===== src/rtl/rs_alloc_unit.sv =====
// ============================================================================
//  Module      : rs_alloc_unit
//  Description : Reservation-station entry allocator. Tracks the busy vector,
//                selects up to two free entries per cycle, frees on issue and
//                clears the whole station on flush.
//  Revision    : 1.0 - initial release
// ============================================================================
`default_nettype none

module rs_alloc_unit #(
    parameter int ENTNUM = 8,
    parameter int ENTSEL = 3
) (
    input  logic              clk,
    input  logic              reset_n,
    input  logic              req1,
    input  logic              req2,
    input  logic [1:0]        reqnum,
    input  logic              dispatch_valid,
    input  logic              issue_valid,
    input  logic [ENTSEL-1:0] issue_ent,
    input  logic              flush,
    output logic              allocatable,
    output logic [ENTSEL-1:0] alloc_ent1,
    output logic [ENTSEL-1:0] alloc_ent2,
    output logic [ENTNUM-1:0] busy_vec,
    output logic [ENTSEL:0]   free_cnt
);

    localparam logic [ENTSEL:0]   c_full_cnt = (ENTSEL+1)'(ENTNUM);
    localparam logic [ENTNUM-1:0] c_one_hot0 = ENTNUM'(1);

    logic [ENTSEL-1:0] w_f0;
    logic [ENTSEL-1:0] w_f1;
    logic [ENTNUM-1:0] w_alloc_mask;
    logic [ENTNUM-1:0] w_issue_mask;
    logic [ENTNUM-1:0] w_busy_next;
    logic [ENTSEL:0]   w_busy_pop;
    logic [ENTSEL:0]   w_free_next;
    logic              w_grant;

    // Lowest and second-lowest free index; both stay 0 when not present.
    always_comb begin
        int seen;
        w_f0 = '0;
        w_f1 = '0;
        seen = 0;
        for (int i = 0; i < ENTNUM; i++) begin
            if (!busy_vec[i]) begin
                if (seen == 0) begin
                    w_f0 = ENTSEL'(i);
                end else if (seen == 1) begin
                    w_f1 = ENTSEL'(i);
                end
                seen = seen + 1;
            end
        end
    end

    assign allocatable = (free_cnt >= (ENTSEL+1)'(reqnum));

    // A lone slot-2 request takes the lowest free entry.
    assign alloc_ent1 = w_f0;
    assign alloc_ent2 = (req2 && !req1) ? w_f0 : w_f1;

    assign w_grant = dispatch_valid && allocatable && !flush;

    always_comb begin
        w_alloc_mask = '0;
        if (w_grant) begin
            if (req1) begin
                w_alloc_mask = w_alloc_mask | (c_one_hot0 << alloc_ent1);
            end
            if (req2) begin
                w_alloc_mask = w_alloc_mask | (c_one_hot0 << alloc_ent2);
            end
        end
    end

    assign w_issue_mask = issue_valid ? (c_one_hot0 << issue_ent) : '0;

    always_comb begin
        if (flush) begin
            w_busy_next = '0;
        end else begin
            w_busy_next = (busy_vec & ~w_issue_mask) | w_alloc_mask;
        end
    end

    always_comb begin
        w_busy_pop = '0;
        for (int i = 0; i < ENTNUM; i++) begin
            w_busy_pop = w_busy_pop + (ENTSEL+1)'(w_busy_next[i]);
        end
    end

    assign w_free_next = c_full_cnt - w_busy_pop;

    // Busy vector and free count update together so they never disagree.
    always_ff @(posedge clk or negedge reset_n) begin
        if (!reset_n) begin
            busy_vec <= '0;
            free_cnt <= c_full_cnt;
        end else begin
            busy_vec <= w_busy_next;
            free_cnt <= w_free_next;
        end
    end

endmodule

`default_nettype wire


===== config.mk =====
export PLATFORM = sky130hd
export DESIGN_NAME = rs_alloc_unit
export DESIGN_NICKNAME = d
export VERILOG_FILES = /design/src/rtl/rs_alloc_unit.sv
export SDC_FILE = /design/constraint.sdc
export NUM_CORES = 1
export LEC_CHECK = 0
export BUFFER_PORTS_ARGS = -buffer_cell sky130_fd_sc_hd__buf_4
export CAP_MARGIN = 20
export CORE_ASPECT_RATIO = 2
export CORE_UTILIZATION = 53
export DETAILED_ROUTE_END_ITERATION = 16
export HOLD_SLACK_MARGIN = 0.02
export PLACE_DENSITY = 0.78
export RECOVER_POWER = 100
export SLEW_MARGIN = 0
export SYNTH_ARGS = -nofsm -noshare
export SYNTH_HDL_FRONTEND = slang
export SYNTH_SLANG_ARGS = --single-unit

===== constraint.sdc =====
create_clock -name clk -period 6.3 [get_ports clk]
set_clock_uncertainty 0.1 [all_clocks]
set_input_delay 0.945 -clock clk [delete_from_list [all_inputs] [get_ports clk]]
set_output_delay 0.945 -clock clk [all_outputs]
set_load 0.02 [all_outputs]

==> flow_summary_export.csv <==
group,metric,value,unit
floorplanning,pin_count,31,
route,vias,2815,
timing,relSlewSlack,0.5368,
critical_path,path_class,"flop to flop",
clock_tree,clkTransAtPathRegs,0.07,ns
grt,grt_usage,0.4101,
grt,grt_pass1_vias,2617,
placed_design,dpl_cell_area,2676,um^2
timing,setup_violations,3,
synth,seq_area_frac_synth,0.1486,
timing,holdWs,0.5894,ns
finish,num_antenna_cells,0,
finish,final_cells,392,
grt,grt_start_max_net_pins,14,
route,viasPerCell,7.181,
clock_tree,cts_sinks,12,
floorplanning,dieArea,4096,um^2
placed_design,place_hpwl,4861,um
grt,antenna_found_initial,0,
clock_tree,cts_root_buffer,"clkbuf_8",
clock_tree,htreeDepth,1,
critical_path,crit_slowest_cell,"fa_1",
timing,fin_crit_sh,1.094,
timing,tightest_slew,0.6947,ns
route,wire_per_inst,27.71,um
placed_design,place_inst,342,
floorplanning,dieWidth,45.76,um
critical_path,critPathCaptureType,"flop",
synth,yosys_warnings,0,
run_status,failed_checks,"setup timing",
finish,finalInstanceArea,3401,um^2
floorplanning,start_util,0.5566,
critical_path,reg2reg_to,"free_cnt[2]$_DFF_PN0_",
timing,maxSlewViolCount,0,
grt,met3_usage,0.06061,
synth,avgSynthCellArea,9.060,um^2
clock_tree,insertion_delay,0.27,ns
finish,fin_nets,382,
timing,setup_ws,-0.5939,ns
synth,async_reset_ff_frac,1.000,
grt,grt_pass1_wl,11920,um
timing,fin_crit,6.894,ns
finish,area_growth_syn_to_layout,67.57,%
synth,ys.flop_type,"dfrtp_1",
clock_tree,cts_buffers,3,
critical_path,slowest_delay,0.49,ns
timing,rsz0062_at_grt,"yes",
critical_path,cp.arrival,6.94,ns
floorplanning,die_h,89.51,um
route,totalWireLength,10860,um
placed_design,gp_congestion,0.9431,
grt,grt_use_met2,0.7584,
critical_path,rr_worst_depth,36,
floorplanning,core,3646,um^2
synth,ys_ff_latch,12,
run_status,status,"complete, but fails checks",
finish,drive_gt1_frac,0.5656,
synth,syn-num-nets,262,
route,dr.pass1.iters,6,
clock_tree,cts_tree,"done",
synth,synth-edff-count,0,
grt,grt_overflow,0,
worst_hold_path,hold_path.class,"input pin to asynchronous set/reset pin",
critical_path,crit_required,6.34,ns
route,drc,0,
grt,grt.busiest_layer,"met2",
finish,utilization,0.9327,
grt,grt_util_met1,0.3471,
critical_path,cp_common_cell,"buf_4",
synth,syn_area,2029,um^2
synth,synthTopCellsByArea,"dfrtp_1 (14%), ha_1 (14%), inv_1 (5.0%)",
route,drtIter0Drc,353,
placed_design,io_buffers,30,
synth,synth_top_area_cell,"dfrtp_1",
run,drv_cap,0,
synth,synth_cell_types,74,
timing,max_clock_freq,145.1,MHz
synth,synth_top_area_share,0.1356,
critical_path,startpoint_type,"flop",
critical_path,regToRegStartpoint,"busy_vec[0]$_DFF_PN0_",
clock_tree,clock_path_buffers,2,
synth,syn_inst,224,
timing,final-hold-violation-count,0,
floorplanning,rows,31,
critical_path,crit_fanout,6,
critical_path,r2r_setup_slack,-0.59,ns
route,final_antenna_net_count,0,
==> cell usage in the layout, fill, tap and decap left out, types with 3 or more instances in the layout <==
master,count
a21oi_1,4
a311o_1,4
a31o_1,3
a31oi_2,4
and3_1,3
buf_4,113
clkbuf_1,6
clkbuf_8,4
dfrtp_1,9
fa_1,3
ha_1,13
ha_4,7
inv_1,20
inv_2,6
inv_4,3
nand2_1,14
nand2b_1,3
nand3_1,3
nand4_1,4
nor2_1,4
nor2b_1,9
nor2b_4,4
nor3_1,5
o211ai_1,7
o21ai_0,3
==> through the flow <==
stage               setup slack (ns)  TNS [ns]
floorplan                   -0.05903  -0.07236
finish                       -0.5939    -1.632
CTS                          -0.2554   -0.5917
global route                 -0.8266    -2.624
detailed placement           -0.2846   -0.6682
global placement             -0.1743   -0.3576
==> final cells by class <==
cell class / instances / area, um^2
Sequential cell: 12 / 304.0
Tap cell: 49 / 61.31
Inverter: 29 / 116.4
Timing Repair Buffer: 121 / 893.4
Clock buffer: 4 / 55.05
Fill cell: 125 / 245.2
Multi-Input combinational cell: 177 / 1971
==> cells by family (layout without fill, tap and decap cells) <==
group | after synthesis | after routing | share of synthesized area
simple gates | 78 | 78 | 0.2441
mux | 1 | 1 | 0.004932
buf+inv | 35 | 154 | 0.07336
flops | 12 | 12 | 0.1486
xor+xnor | 12 | 12 | 0.09001
fa+ha+maj | 26 | 26 | 0.1751
compound gates | 60 | 60 | 0.2639
==> what timing repair did <==
action                                  CTS  global route
hold buffers                              0             0
pin swaps                                23            23
gates cloned                              0             0
buffers inserted                         36            10
resized for setup                        27            35
endpoints found under the setup margin    3             5
==> worst max path at each step <==
stage / slack, ns / endpoint / from
after CTS: -0.26 / free_cnt[2]$_DFF_PN0_ / busy_vec[0]$_DFF_PN0_
final: -0.59 / free_cnt[2]$_DFF_PN0_ / busy_vec[0]$_DFF_PN0_
after global routing: -0.83 / free_cnt[2]$_DFF_PN0_ / busy_vec[0]$_DFF_PN0_
after detailed placement: -0.28 / free_cnt[2]$_DFF_PN0_ / busy_vec[0]$_DFF_PN0_
after floorplan: -0.06 / free_cnt[2]$_DFF_PN0_ / busy_vec[0]$_DFF_PN0_
after global placement: -0.17 / free_cnt[2]$_DFF_PN0_ / busy_vec[0]$_DFF_PN0_
==> synth_stat cells (5+ instances only) <==
cell / number
a31oi_1: 5
nand3_1: 5
inv_1: 27
nand2_1: 17
nor3_1: 6
a21oi_1: 5
o21ai_0: 5
nor2_1: 5
o211ai_1: 7
dfrtp_1: 11
ha_1: 22
nor2b_1: 13
==> critical path: cells and delay by family (launching register included) <==
family | cells | cell delay (ns)
and+or+nand+nor | 5 | 0.72
AOI/OAI and AO/OA | 6 | 1.26
DFF | 1 | 0.46
adders and majority gates | 8 | 2.31
buffers and inverters | 17 | 1.90
==> layer usage <==
metal  vias up  routed length, um
met4         0               1373
met3       159                974
met2       320               5292
met1      1271               3223
met5         -                  0
li1       1065                  -
==> registers in the layout, indices dropped and copies added, names as in the netlist <==
name,count
busy_vec,8
free_cnt,4
Power is left out: the tool's default activity adds up to more than one toggle a clock period on the data nets, which glitch-free logic cannot reach.
